**config.mk**
```make
export PLATFORM = sky130hd
export DESIGN_NAME = glitch_pulse_gen
export DESIGN_NICKNAME = d
export VERILOG_FILES = /design/src/rtl/glitch_pkg.sv /design/src/rtl/edge_sync.sv /design/src/rtl/glitch_pulse_gen.sv
export SDC_FILE = /design/constraint.sdc
export NUM_CORES = 1
export LEC_CHECK = 0
export CELL_PAD_IN_SITES_DETAIL_PLACEMENT = 2
export CELL_PAD_IN_SITES_GLOBAL_PLACEMENT = 2
export CORE_ASPECT_RATIO = 0.75
export CORE_MARGIN = 2
export CORE_UTILIZATION = 43
export CTS_BUF_LIST = sky130_fd_sc_hd__clkbuf_8 sky130_fd_sc_hd__clkbuf_16
export DETAILED_ROUTE_END_ITERATION = 10
export PLACE_DENSITY_LB_ADDON = 0.1
export SYNTH_ARGS = -nofsm -noshare
export SYNTH_HDL_FRONTEND = slang
export SYNTH_SLANG_ARGS = --single-unit
```
**constraint.sdc**
```tcl
create_clock -name glitch_clk -period 8.75 [get_ports glitch_clk]
set_input_delay 1.3125 -clock glitch_clk [delete_from_list [all_inputs] [get_ports glitch_clk]]
set_output_delay 1.3125 -clock glitch_clk [all_outputs]
set_load 0.01 [all_outputs]
```
**src/rtl/glitch_pkg.sv**
```systemverilog
// Shared constants for the glitch pulse generator: FSM encoding and config register selects.
package glitch_pkg;

    localparam int unsigned ST_W = 3;

    localparam logic [2:0] ST_IDLE  = 3'd0;
    localparam logic [2:0] ST_ARMED = 3'd1;
    localparam logic [2:0] ST_DELAY = 3'd2;
    localparam logic [2:0] ST_PULSE = 3'd3;
    localparam logic [2:0] ST_GAP   = 3'd4;
    localparam logic [2:0] ST_DONE  = 3'd5;

    localparam logic [1:0] SEL_DELAY = 2'd0;
    localparam logic [1:0] SEL_WIDTH = 2'd1;
    localparam logic [1:0] SEL_GAP   = 2'd2;
    localparam logic [1:0] SEL_COUNT = 2'd3;

    // Busy covers every state between arming and the end of the pulse train.
    function automatic logic is_busy(input logic [ST_W-1:0] st);
        return (st == ST_ARMED) || (st == ST_DELAY) || (st == ST_PULSE) || (st == ST_GAP);
    endfunction

endpackage

```
**src/rtl/edge_sync.sv**
```systemverilog
// Multi-flop synchroniser for an asynchronous level followed by a registered rising-edge detector.
module edge_sync #(
    parameter int unsigned STAGES = 2
) (
    input  logic clk,
    input  logic rst,
    input  logic din,
    output logic rise
);

    logic [STAGES-1:0] sync_q;
    logic              prev_q;

    // STAGES must be at least 2 for metastability settling.
    always_ff @(posedge clk or posedge rst) begin
        if (rst) begin
            sync_q <= '0;
            prev_q <= 1'b0;
            rise   <= 1'b0;
        end else begin
            sync_q <= {sync_q[STAGES-2:0], din};
            prev_q <= sync_q[STAGES-1];
            rise   <= sync_q[STAGES-1] & ~prev_q;
        end
    end

endmodule

```
**src/rtl/glitch_pulse_gen.sv**
```systemverilog
// Armed, trigger-started glitch pulse train generator: delay, then count pulses of width separated by gap.
module glitch_pulse_gen
    import glitch_pkg::*;
#(
    parameter int unsigned CNT_W       = 16,
    parameter int unsigned SYNC_STAGES = 2
) (
    input  logic             glitch_clk,
    input  logic             glitch_reset,
    input  logic             trigger,
    input  logic             arm,
    input  logic             abort,
    input  logic             cfg_we,
    input  logic [1:0]       cfg_sel,
    input  logic [CNT_W-1:0] cfg_data,
    output logic             glitch_out,
    output logic             busy,
    output logic             done,
    output logic             cfg_err
);

    logic [ST_W-1:0]  state_q, state_n;
    logic [CNT_W-1:0] cnt_q, cnt_n;
    logic [CNT_W-1:0] pls_q, pls_n;
    logic [CNT_W-1:0] cfg_delay, cfg_width, cfg_gap, cfg_count;
    logic             trig_rise;
    logic             cfg_open;
    logic             done_n;

    // Zero width/gap/count are treated as one.
    function automatic logic [CNT_W-1:0] max1(input logic [CNT_W-1:0] v);
        return (v == '0) ? CNT_W'(1) : v;
    endfunction

    edge_sync #(
        .STAGES (SYNC_STAGES)
    ) u_trig_sync (
        .clk  (glitch_clk),
        .rst  (glitch_reset),
        .din  (trigger),
        .rise (trig_rise)
    );

    assign cfg_open = (state_q == ST_IDLE) || (state_q == ST_DONE);

    // Configuration registers, writable only while no event is in flight.
    always_ff @(posedge glitch_clk or posedge glitch_reset) begin
        if (glitch_reset) begin
            cfg_delay <= '0;
            cfg_width <= CNT_W'(1);
            cfg_gap   <= CNT_W'(1);
            cfg_count <= CNT_W'(1);
            cfg_err   <= 1'b0;
        end else begin
            cfg_err <= cfg_we & ~cfg_open;
            if (cfg_we && cfg_open) begin
                case (cfg_sel)
                    SEL_DELAY: cfg_delay <= cfg_data;
                    SEL_WIDTH: cfg_width <= cfg_data;
                    SEL_GAP:   cfg_gap   <= cfg_data;
                    default:   cfg_count <= cfg_data;
                endcase
            end
        end
    end

    // State, counters and registered outputs.
    always_ff @(posedge glitch_clk or posedge glitch_reset) begin
        if (glitch_reset) begin
            state_q    <= ST_IDLE;
            cnt_q      <= '0;
            pls_q      <= '0;
            glitch_out <= 1'b0;
            busy       <= 1'b0;
            done       <= 1'b0;
        end else begin
            state_q    <= state_n;
            cnt_q      <= cnt_n;
            pls_q      <= pls_n;
            glitch_out <= (state_n == ST_PULSE);
            busy       <= is_busy(state_n);
            done       <= done_n;
        end
    end

    // Next-state logic; counters reload on every state entry and exit at one.
    always_comb begin
        state_n = state_q;
        cnt_n   = cnt_q;
        pls_n   = pls_q;
        done_n  = 1'b0;

        if (abort && is_busy(state_q)) begin
            state_n = ST_IDLE;
        end else begin
            case (state_q)
                ST_IDLE: begin
                    if (arm) state_n = ST_ARMED;
                end
                ST_ARMED: begin
                    if (trig_rise) begin
                        pls_n = max1(cfg_count);
                        if (cfg_delay == '0) begin
                            state_n = ST_PULSE;
                            cnt_n   = max1(cfg_width);
                        end else begin
                            state_n = ST_DELAY;
                            cnt_n   = cfg_delay;
                        end
                    end
                end
                ST_DELAY: begin
                    if (cnt_q == CNT_W'(1)) begin
                        state_n = ST_PULSE;
                        cnt_n   = max1(cfg_width);
                    end else begin
                        cnt_n = cnt_q - CNT_W'(1);
                    end
                end
                ST_PULSE: begin
                    if (cnt_q == CNT_W'(1)) begin
                        if (pls_q == CNT_W'(1)) begin
                            state_n = ST_DONE;
                        end else begin
                            state_n = ST_GAP;
                            cnt_n   = max1(cfg_gap);
                            pls_n   = pls_q - CNT_W'(1);
                        end
                    end else begin
                        cnt_n = cnt_q - CNT_W'(1);
                    end
                end
                ST_GAP: begin
                    if (cnt_q == CNT_W'(1)) begin
                        state_n = ST_PULSE;
                        cnt_n   = max1(cfg_width);
                    end else begin
                        cnt_n = cnt_q - CNT_W'(1);
                    end
                end
                ST_DONE: begin
                    state_n = ST_IDLE;
                    done_n  = 1'b1;
                end
                default: begin
                    state_n = ST_IDLE;
                end
            endcase
        end
    end

endmodule

```
==> qor.yml <==
cts:
  cts_buffers: 9
  hold_buffers: 0
  ctsResizeCount: 0
  clockBufferDepth: 2
  cts_root_buffer: "clkbuf_16"
  post_cts_buffers: 0
  tritoncts: "done"
  insertion_delay_ps: 360
  cts.sinks: 107
  cts_max_level: 3
  path_clk_slew_ps: 70
synth:
  yosysWarningCount: 0
  synth_top_cell_area_share_pct: 46.8
  synthDistinctLibCells: 66
  synthSimpleGateAreaFrac_pct: 15.7
  syn_inst: 537
  synth.mux.area_fraction_pct: 13.3
  netlist_area_um2: 5560
  avgSynthCellArea_um2: 10.4
  synth_fa_ha_area_share_pct: 0.900
  synthXorXnorAreaFrac_pct: 0.473
  synth-seq-cells: 107
  synth_seq_area_share_pct: 48.2
  synth_top_family_by_area: "compound AO/OA/AOI/OAI gates"
  synth_area_leader_cell: "dfrtp_1"
  synth_ff_type: "dfrtp_1"
  synth_compound_area_share_pct: 18.3
  yosysMostFrequentCell: "dfrtp_1"
  syn_nets: 565
  synth.cells.most_frequent: "104 x dfrtp_1, 62 x mux2_2, 50 x nor2_1"
  synth_area_leaders: "dfrtp_1 47%, mux2_2 13%, nor2_1 3.4%"
  synth-edff-count: 0
  synthArstFlopShare_pct: 100
global_routing:
  grt_usage_pct: 28.3
  grt-ovfl-total: 0
  antenna_found_initial: 0
  grt_pass1_wl_mm: 29.5
  grt_max_degree: 59
  grt_pass1_vias: 5026
detailed_routing:
  wirelength_mm: 18.1
  ant_nets: 0
  routed-via-count: 4545
  drt_iter0_drc: 289
  firstDrtPassIters: 4
  avgViaCountPerCell: 6.28
  wl_per_cell_um: 25.0
  remaining_drc_errors: 0
die:
  rows: 35
  core_area_um2: 12400
  io-pin-count: 28
  die_area_um2: 13900
  die_w_um: 135
  die_h_um: 102
  initial_core_util_pct: 44.7
setup_path:
  slowest_delay_ps: 700
  critical_path.top_delay_family: "simple AND/OR/NAND/NOR gates"
  reg2reg_from: "cnt_q[4]$_DFFE_PP0P_"
  crit_top_cell: "or3_1"
  setup.worst_path.start_class: "input port"
  r2r_end: "pls_q[0]$_DFFE_PP0P_"
  cp.required_ps: 9020
  path_max_fanout: 21
  crit_slowest_cell: "or3_1"
  critPathKind: "in2reg"
  endpoint_kind: "flop"
  r2r_slack_ps: 5710
  rr_worst_depth: 6
  crit_chain: "clkdlybuf4s50_1 -> or3_1 -> or3_1 -> a221o_1 -> o21ai_1"
  cp.buffers_inverters: 1
  cp_data_arrival_time_ps: 3450
placed_design:
  place_congestion: 0.813
  place_hpwl_mm: 12.9
  io_buffer_count: 27
timing:
  worst_clock_skew_ps: 10.7
  min_period_over_period_pct: 36.2
  max_slew_margin_pct: 18.9
  max_freq_mhz: 315
  setup_tns_ps: 0
  rsz0062_at_grt: "false"
  drv_slew: 0
  period_minus_slack_ps: 3170
  final-setup-viol-count: 0
  worst_slew_pin_slew_ps: 1200
  final_hold_viol_count: 0
layout:
  multi_input_comb_area_um2: 2710
  n_antenna_cell: 0
  area_growth_pct: 12.2
  seq_area_um2: 2680
  fillCellCount: 1293
  drive_above_1_share_pct: 18.3
  fin_nets: 581
run_status:
  outcome: "finished clean"
hold_path:
  min_path_cells: 0
  hold_end: "u_trig_sync.sync_q[1]$_DFF_PP0_"
  hold_path_class: "reg2reg"
  hold_start: "u_trig_sync.sync_q[0]$_DFF_PP0_"
pwr:
  ir_drop_v: 0.000138
  p_total_mw: 2.29
  p_leak_nw: 2.49
  p_per_area_nw_per_um2: 366
run:
  cap_violations: 0
worst max path at each step:
| stage | from | to | slack (ps) | cells past startpoint |
|---|---|---|---|---|
| final | abort | pls_q[0]$_DFFE_PP0P_ | 5580 | 5 |
| after global routing | abort | pls_q[0]$_DFFE_PP0P_ | 5450 | 5 |
| after CTS | abort | pls_q[9]$_DFFE_PP0P_ | 5140 | 5 |
| after detailed placement | abort | pls_q[9]$_DFFE_PP0P_ | 4830 | 5 |
| after global placement | abort | pls_q[9]$_DFFE_PP0P_ | 5040 | 5 |
| after floorplan | glitch_reset | busy$_DFF_PP0_ | 4630 | 1 |
sequential cells by signal, summed over array words and instances, names as in the netlist, 2 cells and up:
name	count
cfg_gap	16
cfg_width	16
state_q	3
pls_q	16
u_trig_sync.sync_q	2
cfg_count	16
cfg_delay	16
cnt_q	16
final cells by class:
type	instances	area share, %
Clock inverter	6	0.802
Multi-Input combinational cell	392	43.4
Timing Repair Buffer	32	4.93
Tap cell	166	3.33
Sequential cell	107	43.0
Inverter	11	0.702
Clock buffer	10	3.83
cells by family (layout without fill, tap and decap cells):
| logic type | count (synthesis) | after routing |
|---|---|---|
| buf+inv | 38 | 59 |
| xor+xnor | 3 | 3 |
| flops | 107 | 107 |
| simple gates | 161 | 161 |
| mux | 66 | 66 |
| fa+ha+maj | 4 | 4 |
| compound gates | 158 | 158 |
per-layer routing:
metal	routed length, µm	global-route usage [%]	share of wire [%]	vias to the layer above
met1	8500	39.7	47	2386
met5	0	0	0	-
met4	257	6.49	1.4	0
li1	-	-	-	2051
met3	642	4.02	3.6	22
met2	8660	47.0	48	86
stage by stage:
| stage | instance area, µm² | instances | hold slack, ps | utilization, % | setup slack (ps) |
|---|---|---|---|---|---|
| global placement | 5950 | 708 | 347 | 47.8 | 5040 |
| floorplan | 5560 | 537 | 331 | - | 4630 |
| global route | 6240 | 724 | 381 | 50.2 | 5450 |
| detailed placement | 5950 | 708 | 350 | 47.8 | 4830 |
| finish | 6240 | 724 | 371 | 50.2 | 5580 |
| CTS | 6230 | 724 | 376 | 50.1 | 5140 |
power by group:
group | leakage (nW) | switching [mW] | total, mW | internal, mW
logic | 1.05 | 0.488 | 0.868 | 0.380
clock network | 0.141 | 0.201 | 0.405 | 0.204
registers | 1.30 | 0.285 | 1.01 | 0.728
cell usage in the layout (no fill, tap or decap), types with 4 or more instances in the layout:
cell type / count
dfrtp_1: 104
mux2_2: 62
nor2_1: 50
a21oi_1: 37
nand2_1: 27
clkdlybuf4s50_1: 27
o21ai_1: 26
o21ai_0: 24
nor4_1: 21
nor3_1: 13
a22oi_1: 12
inv_1: 10
clkbuf_16: 9
o22ai_1: 8
o2bb2ai_1: 7
nand2b_1: 6
nor2b_1: 6
nor3b_1: 5
a22o_1: 5
buf_4: 5
nor3_2: 4
nand3_1: 4
ha_1: 4
Power figures use the tool's default switching activity.
